File: src/rtl/seg_disp_sched_pkg.sv
// Shared types, widths and the 7-segment pattern table for the display scheduler.
package seg_disp_sched_pkg;

    // Frame sequencer states
    typedef enum logic [2:0] {
        StSelect,
        StConvert,
        StEncode,
        StShift,
        StCommit,
        StHold
    } state_e;

    localparam int unsigned BinW       = 32;
    localparam int unsigned BcdDigits  = 10;
    localparam int unsigned BcdW       = 4 * BcdDigits;
    localparam int unsigned ShowDigits = 8;
    localparam int unsigned FrameW     = 8 * ShowDigits;
    localparam logic [7:0]  SegBlank   = 8'hFF;

    // Active-low {dp,g,f,e,d,c,b,a}; dp always off
    function automatic logic [7:0] seg_pattern(input logic [3:0] digit);
        logic [7:0] pat;
        case (digit)
            4'd0:    pat = 8'hC0;
            4'd1:    pat = 8'hF9;
            4'd2:    pat = 8'hA4;
            4'd3:    pat = 8'hB0;
            4'd4:    pat = 8'h99;
            4'd5:    pat = 8'h92;
            4'd6:    pat = 8'h82;
            4'd7:    pat = 8'hF8;
            4'd8:    pat = 8'h80;
            4'd9:    pat = 8'h90;
            default: pat = SegBlank;
        endcase
        return pat;
    endfunction

endpackage

File: src/rtl/seg_disp_sched_bcd_iter.sv
// Iterative binary-to-BCD converter: one shift-add-3 step per cycle, 32 steps per value.
module seg_disp_sched_bcd_iter
    import seg_disp_sched_pkg::*;
(
    input  logic            clk_i,
    input  logic            rst_i,
    input  logic            start_i,
    input  logic [BinW-1:0] bin_i,
    output logic            done_o,
    output logic [BcdW-1:0] bcd_o
);

    localparam int unsigned CntW = $clog2(BinW);

    logic [BinW-1:0] bin_q, bin_d;
    logic [BcdW-1:0] bcd_q, bcd_d, adj;
    logic [CntW-1:0] cnt_q, cnt_d;
    logic            run_q, run_d;

    // Add 3 to every digit >= 5 so the following left shift carries correctly
    always_comb begin
        adj = bcd_q;
        for (int i = 0; i < int'(BcdDigits); i++) begin
            if (bcd_q[4*i +: 4] >= 4'd5) begin
                adj[4*i +: 4] = bcd_q[4*i +: 4] + 4'd3;
            end
        end
    end

    // Load on start, otherwise step until the last bit has been shifted in
    always_comb begin
        bin_d = bin_q;
        bcd_d = bcd_q;
        cnt_d = cnt_q;
        run_d = run_q;
        if (start_i) begin
            bin_d = bin_i;
            bcd_d = '0;
            cnt_d = '0;
            run_d = 1'b1;
        end else if (run_q) begin
            bcd_d = {adj[BcdW-2:0], bin_q[BinW-1]};
            bin_d = {bin_q[BinW-2:0], 1'b0};
            if (cnt_q == CntW'(BinW - 1)) begin
                run_d = 1'b0;
            end else begin
                cnt_d = cnt_q + 1'b1;
            end
        end
    end

    // Converter state
    always_ff @(posedge clk_i) begin
        if (rst_i) begin
            bin_q <= '0;
            bcd_q <= '0;
            cnt_q <= '0;
            run_q <= 1'b0;
        end else begin
            bin_q <= bin_d;
            bcd_q <= bcd_d;
            cnt_q <= cnt_d;
            run_q <= run_d;
        end
    end

    // Done marks the cycle performing the final step; bcd_o is complete the cycle after
    assign done_o = run_q && (cnt_q == CntW'(BinW - 1));
    assign bcd_o  = bcd_q;

endmodule

File: src/rtl/seg_disp_sched.sv
// Time-shares the serial 8-digit 7-segment display among up to four game counters.
module seg_disp_sched
    import seg_disp_sched_pkg::*;
#(
    parameter int unsigned NUM_SRC      = 4,
    parameter int unsigned DWELL_CYCLES = 100_000_000,
    parameter int unsigned CLK_DIV      = 8
) (
    input  logic                  clk_i,
    input  logic                  rst_i,
    input  logic [32*NUM_SRC-1:0] src_val_i,
    input  logic [NUM_SRC-1:0]    src_en_i,
    input  logic                  urgent_req_i,
    input  logic [1:0]            urgent_sel_i,
    output logic [1:0]            cur_src_o,
    output logic                  busy_o,
    output logic                  ovf_o,
    output logic                  seg_clk_o,
    output logic                  seg_do_o,
    output logic                  seg_pen_o,
    output logic                  seg_clr_o
);

    localparam int unsigned DivW   = $clog2(CLK_DIV);
    localparam int unsigned DwellW = $clog2(DWELL_CYCLES + 1);
    localparam int unsigned BitW   = $clog2(FrameW);

    state_e             state_q;
    logic [1:0]         cur_src_q, pick_q, urgent_sel_q;
    logic               urgent_q, blank_q, busy_q, ovf_q;
    logic               seg_clk_q, seg_do_q, seg_pen_q, seg_clr_q, half_q;
    logic [FrameW-1:0]  sh_q;
    logic [DivW-1:0]    div_q;
    logic [BitW-1:0]    bit_q;
    logic [DwellW-1:0]  dwell_q;

    logic [31:0]        vals [NUM_SRC];
    logic [1:0]         cand, rr_pick, sel_idx;
    logic               rr_found, urgent_ok, sel_blank;
    logic [31:0]        sel_val;
    logic               bcd_done;
    logic [BcdW-1:0]    bcd;
    logic [FrameW-1:0]  frame;
    logic [3:0]         digit;
    logic               lead;

    // Source pick: pending urgent wins, else next enabled index after cur_src, wrapping
    always_comb begin
        for (int i = 0; i < int'(NUM_SRC); i++) begin
            vals[i] = src_val_i[32*i +: 32];
        end
        cand     = cur_src_q;
        rr_pick  = cur_src_q;
        rr_found = 1'b0;
        for (int k = 0; k < int'(NUM_SRC); k++) begin
            cand = (cand == 2'(NUM_SRC - 1)) ? 2'd0 : cand + 2'd1;
            if (!rr_found && src_en_i[cand]) begin
                rr_pick  = cand;
                rr_found = 1'b1;
            end
        end
        urgent_ok = urgent_q && (32'(urgent_sel_q) < NUM_SRC);
        sel_idx   = urgent_ok ? urgent_sel_q : rr_pick;
        sel_blank = !urgent_ok && !rr_found;
        sel_val   = sel_blank ? 32'd0 : vals[sel_idx];
    end

    seg_disp_sched_bcd_iter u_bcd (
        .clk_i   (clk_i),
        .rst_i   (rst_i),
        .start_i (state_q == StSelect),
        .bin_i   (sel_val),
        .done_o  (bcd_done),
        .bcd_o   (bcd)
    );

    // Segment frame from the low 8 BCD digits, blanking leading zeros above digit 0
    always_comb begin
        frame = '1;
        lead  = 1'b1;
        digit = 4'd0;
        for (int i = int'(ShowDigits) - 1; i >= 0; i--) begin
            digit = bcd[4*i +: 4];
            if (digit != 4'd0 || i == 0) begin
                lead = 1'b0;
            end
            if (!blank_q && !lead) begin
                frame[8*i +: 8] = seg_pattern(digit);
            end
        end
    end

    // Frame sequencer, serial shifter and dwell timer with registered board outputs
    always_ff @(posedge clk_i) begin
        if (rst_i) begin
            state_q      <= StSelect;
            cur_src_q    <= 2'd0;
            pick_q       <= 2'd0;
            urgent_q     <= 1'b0;
            urgent_sel_q <= 2'd0;
            blank_q      <= 1'b0;
            busy_q       <= 1'b0;
            ovf_q        <= 1'b0;
            seg_clk_q    <= 1'b1;
            seg_do_q     <= 1'b0;
            seg_pen_q    <= 1'b0;
            seg_clr_q    <= 1'b0;
            half_q       <= 1'b0;
            sh_q         <= '0;
            div_q        <= '0;
            bit_q        <= '0;
            dwell_q      <= '0;
        end else begin
            seg_clr_q <= 1'b1;
            case (state_q)
                StSelect: begin
                    urgent_q <= 1'b0;
                    pick_q   <= sel_blank ? cur_src_q : sel_idx;
                    blank_q  <= sel_blank;
                    busy_q   <= 1'b1;
                    state_q  <= StConvert;
                end
                StConvert: begin
                    if (bcd_done) begin
                        state_q <= StEncode;
                    end
                end
                StEncode: begin
                    ovf_q     <= (bcd[BcdW-1:32] != 8'd0);
                    sh_q      <= frame;
                    seg_do_q  <= frame[FrameW-1];
                    seg_clk_q <= 1'b0;
                    seg_pen_q <= 1'b0;
                    half_q    <= 1'b0;
                    div_q     <= '0;
                    bit_q     <= '0;
                    state_q   <= StShift;
                end
                StShift: begin
                    if (div_q == DivW'(CLK_DIV - 1)) begin
                        div_q <= '0;
                        if (!half_q) begin
                            seg_clk_q <= 1'b1;
                            half_q    <= 1'b1;
                        end else if (bit_q == BitW'(FrameW - 1)) begin
                            state_q <= StCommit;
                        end else begin
                            // Next bit changes together with the falling clock
                            bit_q     <= bit_q + 1'b1;
                            seg_clk_q <= 1'b0;
                            seg_do_q  <= sh_q[FrameW-2];
                            sh_q      <= {sh_q[FrameW-2:0], 1'b0};
                            half_q    <= 1'b0;
                        end
                    end else begin
                        div_q <= div_q + 1'b1;
                    end
                end
                StCommit: begin
                    seg_pen_q <= 1'b1;
                    cur_src_q <= pick_q;
                    busy_q    <= 1'b0;
                    dwell_q   <= '0;
                    state_q   <= StHold;
                end
                StHold: begin
                    // Counter spans 0..DWELL_CYCLES; a pending urgent cuts the hold short
                    if (urgent_q || dwell_q == DwellW'(DWELL_CYCLES)) begin
                        state_q <= StSelect;
                    end else begin
                        dwell_q <= dwell_q + 1'b1;
                    end
                end
                default: state_q <= StSelect;
            endcase
            // A new pulse always lands, even in the cycle that consumes the old one
            if (urgent_req_i) begin
                urgent_q     <= 1'b1;
                urgent_sel_q <= urgent_sel_i;
            end
        end
    end

    assign cur_src_o = cur_src_q;
    assign busy_o    = busy_q;
    assign ovf_o     = ovf_q;
    assign seg_clk_o = seg_clk_q;
    assign seg_do_o  = seg_do_q;
    assign seg_pen_o = seg_pen_q;
    assign seg_clr_o = seg_clr_q;

endmodule

File: config.mk
export PLATFORM = sky130hd
export DESIGN_NAME = seg_disp_sched
export DESIGN_NICKNAME = d
export VERILOG_FILES = /design/src/rtl/seg_disp_sched_pkg.sv /design/src/rtl/seg_disp_sched_bcd_iter.sv /design/src/rtl/seg_disp_sched.sv
export SDC_FILE = /design/constraint.sdc
export NUM_CORES = 1
export LEC_CHECK = 0
export BUFFER_PORTS_ARGS = -buffer_cell sky130_fd_sc_hd__buf_4
export CAP_MARGIN = 10
export CORE_MARGIN = 2
export CORE_UTILIZATION = 56
export CTS_BUF_LIST = sky130_fd_sc_hd__clkbuf_4
export CTS_CLUSTER_SIZE = 24
export DETAILED_ROUTE_END_ITERATION = 7
export PLACE_DENSITY = 0.76
export SETUP_SLACK_MARGIN = 0.1
export SLEW_MARGIN = 20
export SYNTH_ARGS = -nofsm -noshare
export SYNTH_HDL_FRONTEND = slang
export SYNTH_SLANG_ARGS = --single-unit
File: constraint.sdc
create_clock -name clk_i -period 3.05 [get_ports clk_i]
set_input_delay 0.4575 -clock clk_i [delete_from_list [all_inputs] [get_ports clk_i]]
set_output_delay 0.4575 -clock clk_i [all_outputs]
set_load 0.02 [all_outputs]
-- After elaboration in Yosys (flattened, before gate mapping)
Memory sizes are Yosys's and may differ from the RTL's. A register that Yosys moved wholly into a read port is not among the register bits.
Index checks and enable logic that the tools add are counted.
- output and inout bits: 8
- memories: 8
- word-level logic and storage cells: 239
- input bits: 137
- flip-flop bits (word level): 195
- bits in read-only memories: 896
- reduce and logical (&&, ||, !) cells: 47
- equal/unequal tests: 21
- bitwise gates (word level): 2
- mux-type cells: 107
- $add $sub $neg: 18
- order comparisons: 15
- memory list (memory ; words ; width ; read ports ; clocked after memory_dff ; write ports ; line ; source):
    (no name shown) ; 16 ; 7 ; 1 ; 1 ; 0 ; seg_disp_sched_pkg.sv:24 ; case (digit)
    (no name shown) ; 16 ; 7 ; 1 ; 1 ; 0 ; seg_disp_sched_pkg.sv:24 ;
    (no name shown) ; 16 ; 7 ; 1 ; 1 ; 0 ; seg_disp_sched_pkg.sv:24 ;
    (no name shown) ; 16 ; 7 ; 1 ; 1 ; 0 ; seg_disp_sched_pkg.sv:24 ;
    (no name shown) ; 16 ; 7 ; 1 ; 1 ; 0 ; seg_disp_sched_pkg.sv:24 ;
    (no name shown) ; 16 ; 7 ; 1 ; 1 ; 0 ; seg_disp_sched_pkg.sv:24 ;
    +2 memories ; -- ; -- ; -- ; -- ; -- ; -- ;
- operators by type and width (kind ; number):
    $mux 63 ; 3
    $mux 32 ; 5
    $pmux 63 s2 ; 1
    $mux 4 ; 25
    $bmux 32 s2 ; 1
    $mux 8 ; 8
    $pmux 27 s2 ; 1
    $ge 4x3->1 const B ; 10
    $add 4x2->4 const B ; 9
    $mux 1 ; 30
    $reduce_bool 4->1 ; 7
    $add 27x1->27 const B ; 1
    $eq 27x27->1 const B ; 1
    $mux 27 ; 1
    $mux 3 ; 7
    $mux 2 ; 10
    $mux 6 ; 3
    $pmux 3 s6 ; 1
    $ne 2x2->1 const B ; 7
    $logic_and 1x1->1 ; 12
    $logic_not 1->1 ; 12
    $lt 2x3->1 const B ; 4
    $pmux 6 s2 ; 1
    $reduce_bool 2->1 ; 6
    26 further kinds ; 44

-- Depth between registers and ports, before layout
- word-level depth: 21
- depth in mapped cells: 12
- mapped depth without buffers: 12

-- Cells and area by module
From an unflattened synthesis, not the netlist that was laid out.
- cells, all modules: 1521
- area total of the unflattened synthesis: 11917.7 um2
- by module, submodules not included (module ; times used ; area an instance (um2) ; seq. area each (um2) ; cells each):
    seg_disp_sched ; 1 ; 7857.5 ; 2342.2 ; 1017
    seg_disp_sched_bcd_iter ; 1 ; 4060.1 ; 1561.5 ; 504

-- Worst setup path before layout
OpenSTA, ideal clock, no wires.
- path kind: flip-flop to flip-flop
- from: register cur_src_q[0], in the netlist cur_src_o[0]
- to: register u_bcd.bin_q[10]
- clock period less this slack: 2435 ps
- library setup time: 126 ps
- buffers on the path: 3
- arrival: 2309 ps
- data required time: 2924 ps
- path slack: 615 ps
- cell stages (with the launch flop): 12
- cell sequence: dfxtp_1 -> ha_1 -> buf_4 -> nand2b_1 -> nor2_1 -> a311oi_1 -> a32oi_1 -> buf_6 -> buf_6 -> mux2_2 -> o211ai_1 -> o21ai_0
- cells in the longest elaborated chain, start to end: 21
- elaborated cells on any way between the ends: 43
- those cells by class: 4 x add/sub; 4 x eq/ne; 26 x mux; 1 x bitwise; 8 x reduce/logical
- RTL lines (item ; line ; source):
    from (decl) ; seg_disp_sched.sv:29 ; logic [1:0] cur_src_q, pick_q, urgent_sel_q;
    from (signal assigned) ; seg_disp_sched.sv:161 ; cur_src_q <= pick_q;
    parallel branches: the longest is 19 deep, another holds $add 2x1->2 ; -- ;
    $mux 32 (*) ; seg_disp_sched.sv:65 ; sel_val = sel_blank ? 32'd0 : vals[sel_idx];
    $mux 32 (*) ; seg_disp_sched_bcd_iter.sv:36 ; if (start_i) begin
    to (signal assigned) ; seg_disp_sched_bcd_iter.sv:60 ; bin_q <= bin_d;
    to (decl) ; seg_disp_sched_bcd_iter.sv:15 ; logic [BinW-1:0] bin_q, bin_d;
Mark *: on every way between the ends. The select of a mux whose other input is x is not followed.
A chain may end at the register's enable or synchronous reset.

-- Worst setup path after layout
- from: register cur_src_q[1], in the netlist cur_src_o[1]
- to: register u_bcd.bin_q[16]
The elaborated chain is that of the path after synthesis.

==> results.yml <==
clocking:
  clock-root-buffer: "clkbuf_4"
  cts_resized: 0
  cts_hold_buf: 0
  clock_latency_ns: 0.66
  cts_tree: "built"
  cts_buffers: 69
  clk_pin_slew_worst_paths_ns: 0.07
  clock-sinks: 251
  cts_setup_buffers: 0
  clock_path_buffers: 3
  cts-htree-levels: 3
grt:
  grt.total_usage_pct: 24.5
  grt_max_degree: 66
  grt_overflow: 0
  grt_pass1_wl_um: 53900
  grt_pass1_vias: 11800
  antenna_found_initial: 1
min_path:
  hold_class: "input port to flop"
timing:
  setup-tns-final_ns: 0
  fin_worst_skew_ns: 0.0220
  hold_viol: 0
  worstMarginPinSlew_ns: 0.910
  finalCritPeriodShare_pct: 86.7
  setup_violations: 0
  fin_crit_ns: 2.64
  max_slew_margin_pct: 39.1
  slew_violations: 0
  rsz0062_at_grt: "false"
  maxClockFrequency_mhz: 378
  whs_ns: 0.0465
floorplan:
  die_w_um: 160
  rows: 57
  core-area_sq_um: 24200
  start_util_pct: 56.7
  dieArea_sq_um: 25700
  io_pins: 145
  die_y_um: 160
synth:
  synth_nets: 1826
  synth.avg_cell_area_sq_um: 8.50
  ys_ff_latch: 251
  yosysTopAreaCell: "dfxtp_1"
  synthTopCellsByArea: "dfxtp_1, ha_1, mux2_2, a21oi_1, mux2i_1"
  synth.top_cell.area_share_pct: 36.7
  syn_inst: 1613
  synth_edf_count: 0
  syn_area_sq_um: 13700
  async_reset_ff_share_pct: 0
  synth_cell_types: 58
  yosysSeqAreaShare_pct: 36.7
  ys.flop_type: "dfxtp_1"
  yosys_warnings: 0
route:
  ant_nets: 0
  drc: 0
  routedWlPerCell_um: 14.9
  vias: 12200
  first_pass_iters: 5
  wl_um: 31400
  post_drt_via_cell_ratio: 5.75
  drtIter0Drc: 701
layout:
  post-route-cell-area_sq_um: 15800
  fin_nets: 1964
  fin_util_pct: 65.2
  final_common_cell: "dfxtp_1"
  drive_gt1_share_pct: 19.8
  area_delta_synth_final_pct: 15.1
  final_cell_mix: "dfxtp_1, buf_4, a21oi_1"
placement:
  place_congestion: 0.874
  dpl.hpwl_um: 21700
  portBuffers: 144
  dpl-instance-area_sq_um: 15000
critical_path:
  crit_path_end_kind: "flop"
  critPathArrivalTime_ns: 3.16
  worstPathRequired_ns: 3.56
  worst_setup_path_start_kind: "flop"
  path_max_fanout: 65
  critPathKind: "flop to flop"
flow_run:
  maxCapViolations: 0
power_and_ir_drop:
  leakage_nw: 6.17
  cellPowerDensity_nw_per_um2: 487
  ir_drop_mv: 0.266
run_status:
  outcome: "completed"
==> worst paths after layout <==
kind         cells after the start         endpoint  slack, ns             from
max                              9  u_bcd.bin_q[16]       0.41     cur_src_o[1]
min                              3  urgent_sel_q[1]       0.05  urgent_sel_i[1]
max reg2reg                      9  u_bcd.bin_q[16]       0.41     cur_src_o[1]
min reg2reg                      2         sh_q[16]       0.45         sh_q[16]
==> per-layer routing <==
metal	track usage, %	part of all wire (%)	up-vias
li1	-	-	6091
met1	30.2	44	5695
met2	41.6	48	295
met3	5.66	5.3	70
met4	9.83	2.5	0
met5	0	0	-
==> critical path, stage by stage (launching register included) <==
cell and delay (ns):
dfxtp_1 0.34, ha_1 0.49, nand2b_1 0.17, nor2_1 0.04, a311oi_1 0.42, a32oi_4 0.19
buf_12 0.23, mux2_1 0.35, o21ai_0 0.16, o21ai_1 0.07
==> layout make-up <==
type	count	area, sq um
Tap cell	324	405
Fill cell	2012	8410
Sequential cell	251	5030
Clock buffer	87	653
Multi-Input combinational cell	1201	8000
Timing Repair Buffer	171	1330
Inverter	57	214
Clock inverter	21	135
Antenna cell	1	2.50
==> Yosys cell counts (all sizes together), types with 2 or more instances <==
cell type and instances:
dfxtp 251, o21ai 159, a21oi 158, nor2 135
nand2 131, mux2i 78, ha 76, mux2 73
clkbuf 61, inv 57, nor3 55, o221ai 50
buf 43, o211ai 39, nand3 32, o21a 32
xnor2 26, and2 18, nand2b 18, a211oi 12
or3 12, xor2 12, nand4 11, nor3b 11
a311oi 7, and3 7, nor4 7, a32oi 5
nor2b 5, o31ai 5, o22ai 4, a22oi 3
and3b 3, nor4b 3, nand3b 2, nand4b 2
==> through the flow <==
stage | instances | worst slack, ns | total power, mW
floorplan | 1613 | 0.615 | 4.52
global placement | 2004 | 0.542 | 4.86
detailed placement | 2004 | 0.438 | 4.90
CTS | 2112 | 0.441 | 7.77
global route | 2113 | 0.174 | 8.10
finish | 2113 | 0.406 | 7.68
==> where the power goes <==
group	total (mW)	internal, mW	switching (mW)
Clock	2.84	1.49	1.35
Sequential	3.61	3.46	0.149
Combinational	1.22	0.567	0.658
Total	7.68	5.52	2.16
==> kinds of logic (layout without fill, tap and decap cells) <==
kind of cell / count (synthesis) / in the layout / synth area share, %
buffers and inverters: 161 / 336 / 5.29
AOI/OAI and AO/OA: 483 / 483 / 21.5
DFF: 251 / 251 / 36.7
muxes: 151 / 151 / 11.7
adders and majority gates: 76 / 76 / 6.94
other: 0 / 1 / 0
and+or+nand+nor: 453 / 453 / 15.4
xor gates and xnor gates: 38 / 38 / 2.43
Note: power is estimated with default switching activity, not from simulation.
